**src/rtl/hidden_neuron_mac_if.sv**
```systemverilog
// Bus bundle between the neuron MAC, its feeding memories and the next layer.
// The slave side is the MAC itself; the master side is whatever drives the
// operands, services the reads and consumes the result.
interface hidden_neuron_mac_if #(
  parameter int DATA_WIDTH = 32,
  parameter int ADDR_BITS  = 5
);
  logic                  i_start;
  logic [ADDR_BITS:0]    i_len;
  logic [DATA_WIDTH-1:0] i_bias;
  logic                  o_rd_en;
  logic [ADDR_BITS-1:0]  o_rd_addr;
  logic [DATA_WIDTH-1:0] i_w_data;
  logic [DATA_WIDTH-1:0] i_x_data;
  logic                  o_busy;
  logic                  o_valid;
  logic [DATA_WIDTH-1:0] o_data;
  logic                  o_sat;

  modport slave (
    input  i_start, i_len, i_bias, i_w_data, i_x_data,
    output o_rd_en, o_rd_addr, o_busy, o_valid, o_data, o_sat
  );

  modport master (
    output i_start, i_len, i_bias, i_w_data, i_x_data,
    input  o_rd_en, o_rd_addr, o_busy, o_valid, o_data, o_sat
  );
endinterface

```
**src/rtl/hidden_neuron_mac.sv**
```systemverilog
// Sequential multiply-accumulate for one hidden neuron: streams len addresses
// to the weight RAM and input buffer, accumulates x*w at full precision,
// adds the bias, rescales, saturates, optionally applies ReLU.
module hidden_neuron_mac #(
  parameter int DATA_WIDTH = 32,
  parameter int FRAC_BITS  = 16,
  parameter int ADDR_BITS  = 5,
  parameter int RELU       = 1
) (
  input logic            clk,
  input logic            rst_n,
  hidden_neuron_mac_if.slave bus
);

  localparam int LEN_W  = ADDR_BITS + 1;
  localparam int PROD_W = 2 * DATA_WIDTH;
  localparam int ACC_W  = PROD_W + ADDR_BITS + 1;

  // Saturation bounds of the output word, widened to accumulator width.
  localparam logic signed [ACC_W-1:0] SAT_MAX =
    {{(ACC_W-DATA_WIDTH+1){1'b0}}, {(DATA_WIDTH-1){1'b1}}};
  localparam logic signed [ACC_W-1:0] SAT_MIN =
    {{(ACC_W-DATA_WIDTH+1){1'b1}}, {(DATA_WIDTH-1){1'b0}}};

  typedef enum logic [1:0] {S_IDLE, S_READ, S_WAIT, S_FINAL} state_e;

  state_e state_q, state_d;

  logic [LEN_W-1:0]        len_q, len_d;
  logic [DATA_WIDTH-1:0]   bias_q, bias_d;
  logic [ADDR_BITS-1:0]    addr_q, addr_d;
  logic                    rd_en_dly_q, rd_en_dly_d;
  logic signed [ACC_W-1:0] acc_q, acc_d;
  logic [DATA_WIDTH-1:0]   data_q, data_d;
  logic                    sat_q, sat_d;
  logic                    valid_q, valid_d;

  logic rd_en;
  logic accept;
  logic last_addr;

  logic signed [PROD_W-1:0] x_ext, w_ext, prod;
  logic signed [ACC_W-1:0]  bias_ext, biased, shifted;
  logic [DATA_WIDTH-1:0]    res;
  logic                     res_sat;

  // State register.
  // NOTE: sequential state uses non-blocking assignments so every register
  // samples the values from before the edge, independent of block order.
  always_ff @(posedge clk) begin
    if (!rst_n) state_q <= S_IDLE;
    else        state_q <= state_d;
  end

  // Next-state logic and read strobe.
  // NOTE: every signal written here gets a default first, so no path through
  // the case leaves it unassigned and no latch is inferred.
  always_comb begin
    state_d   = state_q;
    rd_en     = 1'b0;
    accept    = 1'b0;
    last_addr = ({1'b0, addr_q} == (len_q - LEN_W'(1)));
    case (state_q)
      S_IDLE: begin
        if (bus.i_start) begin
          accept  = 1'b1;
          state_d = (bus.i_len != '0) ? S_READ : S_WAIT;
        end
      end
      S_READ: begin
        rd_en = 1'b1;
        if (last_addr) state_d = S_WAIT;
      end
      S_WAIT:  state_d = S_FINAL;
      S_FINAL: state_d = S_IDLE;
      default: state_d = S_IDLE;
    endcase
  end

  // Final scaling: add bias aligned to the product scale, drop the extra
  // fraction bits (floor), clamp to the output word, then optional ReLU.
  always_comb begin
    x_ext    = {{DATA_WIDTH{bus.i_x_data[DATA_WIDTH-1]}}, bus.i_x_data};
    w_ext    = {{DATA_WIDTH{bus.i_w_data[DATA_WIDTH-1]}}, bus.i_w_data};
    prod     = x_ext * w_ext;
    bias_ext = {{(ACC_W-DATA_WIDTH){bias_q[DATA_WIDTH-1]}}, bias_q};
    biased   = acc_q + (bias_ext <<< FRAC_BITS);
    shifted  = biased >>> FRAC_BITS;
    res_sat  = 1'b0;
    res      = shifted[DATA_WIDTH-1:0];
    if (shifted > SAT_MAX) begin
      res     = SAT_MAX[DATA_WIDTH-1:0];
      res_sat = 1'b1;
    end else if (shifted < SAT_MIN) begin
      res     = SAT_MIN[DATA_WIDTH-1:0];
      res_sat = 1'b1;
    end
    // ReLU zeroing is not a saturation event, so res_sat is left alone.
    if ((RELU != 0) && res[DATA_WIDTH-1]) res = '0;
  end

  // Datapath next-state: operand capture, address walk, accumulate, result.
  always_comb begin
    len_d       = len_q;
    bias_d      = bias_q;
    addr_d      = addr_q;
    acc_d       = acc_q;
    data_d      = data_q;
    sat_d       = sat_q;
    rd_en_dly_d = rd_en;
    valid_d     = (state_q == S_FINAL);
    if (accept) begin
      len_d  = bus.i_len;
      bias_d = bus.i_bias;
      addr_d = '0;
      acc_d  = '0;
    end else if (rd_en_dly_q) begin
      acc_d = acc_q + {{(ACC_W-PROD_W){prod[PROD_W-1]}}, prod};
    end
    if (rd_en && !last_addr) addr_d = addr_q + ADDR_BITS'(1);
    if (state_q == S_FINAL) begin
      data_d = res;
      sat_d  = res_sat;
    end
  end

  // Datapath registers; reset abandons any operation in flight.
  always_ff @(posedge clk) begin
    if (!rst_n) begin
      len_q       <= '0;
      bias_q      <= '0;
      addr_q      <= '0;
      rd_en_dly_q <= 1'b0;
      acc_q       <= '0;
      data_q      <= '0;
      sat_q       <= 1'b0;
      valid_q     <= 1'b0;
    end else begin
      len_q       <= len_d;
      bias_q      <= bias_d;
      addr_q      <= addr_d;
      rd_en_dly_q <= rd_en_dly_d;
      acc_q       <= acc_d;
      data_q      <= data_d;
      sat_q       <= sat_d;
      valid_q     <= valid_d;
    end
  end

  assign bus.o_rd_en   = rd_en;
  assign bus.o_rd_addr = addr_q;
  assign bus.o_busy    = (state_q != S_IDLE);
  assign bus.o_valid   = valid_q;
  assign bus.o_data    = data_q;
  assign bus.o_sat     = sat_q;

endmodule

```
**src/flat_wrapper.sv**
```systemverilog
// flat-port wrapper written by rule: the top's interface ports become plain ports
module hidden_neuron_mac_flat 
#(
  parameter int DATA_WIDTH = 32,
  parameter int FRAC_BITS  = 16,
  parameter int ADDR_BITS  = 5,
  parameter int RELU       = 1
)
  (clk, rst_n, bus_i_start, bus_i_len, bus_i_bias, bus_i_w_data, bus_i_x_data, bus_o_rd_en, bus_o_rd_addr, bus_o_busy, bus_o_valid, bus_o_data, bus_o_sat);
  hidden_neuron_mac_if #(.DATA_WIDTH(DATA_WIDTH), .ADDR_BITS(ADDR_BITS)) bus_i ();
  input logic clk;
  input logic rst_n;
  input wire logic [$bits(bus_i.i_start)-1:0] bus_i_start;
  input wire logic [$bits(bus_i.i_len)-1:0] bus_i_len;
  input wire logic [$bits(bus_i.i_bias)-1:0] bus_i_bias;
  input wire logic [$bits(bus_i.i_w_data)-1:0] bus_i_w_data;
  input wire logic [$bits(bus_i.i_x_data)-1:0] bus_i_x_data;
  output wire logic [$bits(bus_i.o_rd_en)-1:0] bus_o_rd_en;
  output wire logic [$bits(bus_i.o_rd_addr)-1:0] bus_o_rd_addr;
  output wire logic [$bits(bus_i.o_busy)-1:0] bus_o_busy;
  output wire logic [$bits(bus_i.o_valid)-1:0] bus_o_valid;
  output wire logic [$bits(bus_i.o_data)-1:0] bus_o_data;
  output wire logic [$bits(bus_i.o_sat)-1:0] bus_o_sat;
  assign bus_i.i_start = bus_i_start;
  assign bus_i.i_len = bus_i_len;
  assign bus_i.i_bias = bus_i_bias;
  assign bus_i.i_w_data = bus_i_w_data;
  assign bus_i.i_x_data = bus_i_x_data;
  assign bus_o_rd_en = bus_i.o_rd_en;
  assign bus_o_rd_addr = bus_i.o_rd_addr;
  assign bus_o_busy = bus_i.o_busy;
  assign bus_o_valid = bus_i.o_valid;
  assign bus_o_data = bus_i.o_data;
  assign bus_o_sat = bus_i.o_sat;
  hidden_neuron_mac #(.DATA_WIDTH(DATA_WIDTH), .FRAC_BITS(FRAC_BITS), .ADDR_BITS(ADDR_BITS), .RELU(RELU)) u_core (.clk(clk), .rst_n(rst_n), .bus(bus_i));
endmodule
```
**config.mk**
```make
export PLATFORM = sky130hd
export DESIGN_NAME = hidden_neuron_mac_flat
export DESIGN_NICKNAME = d
export VERILOG_FILES = /design/src/rtl/hidden_neuron_mac_if.sv /design/src/rtl/hidden_neuron_mac.sv /design/src/flat_wrapper.sv
export SDC_FILE = /design/constraint.sdc
export NUM_CORES = 2
export LEC_CHECK = 0
export CORE_MARGIN = 3
export CORE_UTILIZATION = 65
export DETAILED_ROUTE_END_ITERATION = 8
export DONT_BUFFER_PORTS = 1
export PLACE_DENSITY = 0.81
export SLEW_MARGIN = 20
export SYNTH_ARGS = -nofsm -noshare
export SYNTH_HDL_FRONTEND = slang
export SYNTH_SLANG_ARGS = --single-unit
```
**constraint.sdc**
```tcl
create_clock -name clk -period 28.6 [get_ports clk]
set_clock_uncertainty 0.05 [all_clocks]
set_input_delay 5.72 -clock clk [delete_from_list [all_inputs] [get_ports clk]]
set_output_delay 5.72 -clock clk [all_outputs]
set_load 0.05 [all_outputs]
```
==> impl_metrics.py <==
metrics = {
    "sta": {
        "setup_violations": 0,
        "worst_slew_pin_slew_ns": 0.873,
        "period_share_pct": 54.0,
        "hold_ws_ns": 0.412,
        "fin_crit_ns": 15.44,
        "final.setup.tns_ns": 0,
        "fmax_mhz": 64.8,
        "relSlewSlack_pct": 41.8,
        "finalMaxSlewViolations": 0,
        "rsz0062_at_grt": "false",
        "fin_ws_ns": 13.16,
        "hold_viol_final": 0,
    },
    "grt": {
        "grt_use_total_pct": 33.3,
        "grt_pass1_wl_um": 207000,
        "grt_max_degree": 58,
        "grt_antenna_before_repair": 0,
        "overflow": 0,
        "grt_pass1_vias": 40135,
    },
    "setup_path": {
        "end_kind": "flip-flop",
        "critPathMaxFanout": 32,
        "slowest_delay_ns": 0.61,
        "crit_arrival_ns": 15.77,
        "crit_type": "input port to flip-flop",
        "cp_num_buf_inv": 3,
        "reg2reg_slack_ns": 23.94,
        "cp_slowest_cell": "fa_1",
        "cp.required_ns": 28.94,
        "cp_common_cell": "fa_1",
        "crit_family": "adder cells",
        "crit_path_start_kind": "input port",
    },
    "final_layout": {
        "layout.cells.non_filler": 6244,
        "fin_nets": 6775,
        "fillers": 5761,
        "seqCellArea_um2": 2990,
        "diodes": 0,
        "area_delta_synth_final_pct": 1.61,
        "multi_input_area_um2": 40500,
        "drive_gt1_share_pct": 1.36,
    },
    "clock_network": {
        "holdBufCountCts": 0,
        "cts_tree": "done",
        "htreeDepth": 4,
        "cts_resized": 0,
        "cts.clk_slew.worst_paths_ns": 0.07,
        "root_buffer": "clkbuf_16",
        "clockBufferDepth": 2,
        "cts.sinks": 149,
        "cts_setup_buffers": 0,
        "insertion_delay_ns": 0.46,
        "numCtsBuffers": 17,
    },
    "job": {
        "drv_cap": 0,
    },
    "yosys": {
        "yosys.area.top_type_share_pct": 44.8,
        "ys_top_cells_by_area": "fa_1 45%, ha_1 8.1%, inv_1 7.8%",
        "synth_cells": 5524,
        "synth.avg_cell_area_um2": 8.77,
        "synthArstFlopShare_pct": 0,
        "synth.cell_area_um2": 48400,
        "netlist-cell-type-count": 78,
        "ys_ff_latch": 149,
        "ys.warnings.count": 0,
        "seq_area_frac_synth_pct": 6.16,
        "synth_top_area_cell": "fa_1",
        "synth-edff-count": 0,
        "synth_ff_type": "dfxtp_1",
        "syn_nets": 7027,
    },
    "drt": {
        "vias": 37382,
        "drt_wl_total_um": 125000,
        "drtPass1Iterations": 5,
        "drtAntennaViolNets": 0,
        "drc": 0,
        "drtIter0Drc": 2745,
        "vias_per_cell": 5.99,
        "wire_per_inst_um": 20.1,
    },
    "min_path": {
        "hold_path.class": "flip-flop to flip-flop",
    },
    "floorplan": {
        "rows": 99,
        "chipWidth_um": 279,
        "io_pins": 146,
        "dieArea_um2": 77800,
        "coreArea_um2": 73300,
        "start_util_pct": 66.0,
        "die_y_um": 279,
    },
    "place": {
        "hpwlAfterDp_um": 101000,
        "place_ws_ns": 12.79,
        "io_buffers": 0,
        "gp_congestion": 0.952,
        "placedCellCount": 6212,
    },
    "status": {
        "status": "finished clean",
    },
}
## worst paths after layout
kind	from	endpoint	depth (start not counted)
worst min-delay path	u_core.bias_q[11]	u_core.bias_q[11]	2
worst min register to register	u_core.bias_q[11]	u_core.bias_q[11]	2
worst max-delay path	bus_i_w_data[2]	u_core.acc_q[69]	35
worst max register to register	u_core.acc_q[16]	u_core.bus.o_data[1]	15
## synth_stat cells, types with 35 or more instances
cell type / count
a21o_1: 109
a21oi_1: 261
and2_1: 451
clkbuf_1: 272
dfxtp_1: 149
fa_1: 1084
ha_1: 314
inv_1: 1012
mux2i_1: 47
nand2_1: 799
nand2b_1: 35
nand3_1: 60
nand4_1: 36
nor2_1: 190
o21ai_0: 143
xnor2_1: 115
xor2_1: 68
## layout by cell type, fill, tap and decap left out, drive strengths merged, types with 17 or more instances in the layout
| cell | n |
|---|---|
| a211oi | 25 |
| a21o | 109 |
| a21oi | 261 |
| a31oi | 22 |
| and2 | 452 |
| and3 | 30 |
| clkbuf | 17 |
| dfxtp | 149 |
| fa | 1084 |
| ha | 314 |
| inv | 1022 |
| mux2i | 47 |
| nand2 | 799 |
| nand2b | 35 |
| nand3 | 60 |
| nand4 | 36 |
| nor2 | 190 |
| nor2b | 24 |
| nor3 | 31 |
| o211ai | 17 |
| o21a | 28 |
| o21ai | 145 |
| o21bai | 31 |
| xnor2 | 115 |
| xor2 | 68 |
## layout make-up
| class | count | share of cell area, % |
|---|---|---|
| timing repair buffer | 15 | 0.229 |
| multi-input combinational | 4076 | 82.4 |
| clock inverter | 15 | 0.267 |
| inverter | 1013 | 7.73 |
| sequential | 149 | 6.07 |
| clock buffer | 17 | 0.865 |
| tap | 959 | 2.44 |
## state kept, by name (all words and copies together), names as in the netlist, 2 cells and up
register and cells:
u_core.len_q 6, u_core.acc_q 70, u_core.state_q 2, u_core.bus.o_rd_addr 5, u_core.bus.o_data 31, u_core.bias_q 32
## kinds of logic (layout without fill, tap and decap cells)
kind of cell | Yosys count | count (layout) | share of synthesized area [%]
AOI/OAI and AO/OA | 741 | 741 | 9.66
xor gates and xnor gates | 183 | 183 | 3.31
adders and majority gates | 1398 | 1398 | 52.9
buffers and inverters | 1299 | 1060 | 10.1
DFF | 149 | 149 | 6.16
muxes | 48 | 48 | 0.995
other | 1 | 1 | 0.00774
and+or+nand+nor | 1705 | 1705 | 16.8
## per-layer routing
metal | GRT usage [%] | routed length (um) | up-vias
met5 | 0 | 0 | -
met4 | 18.3 | 8080 | 0
met3 | 6.93 | 10500 | 474
met2 | 55.4 | 60800 | 1729
met1 | 41.1 | 46000 | 18721
li1 | - | - | 16458
## metrics by stage
step                      instance area, um2  utilization, %
after floorplan                        48400               -
after CTS                              49200            67.1
after global routing                   49200            67.1
after detailed placement               48600            66.3
final                                  49200            67.1
after global placement                 48600            66.3
## worst min-delay path: stages, from the launching register on
cell,delay (ns)
dfxtp_1,0.31
nand2_1,0.05
a21oi_1,0.05
Power is left out: the tool's default activity adds up to more than one toggle a clock period on the data nets, which glitch-free logic cannot reach.
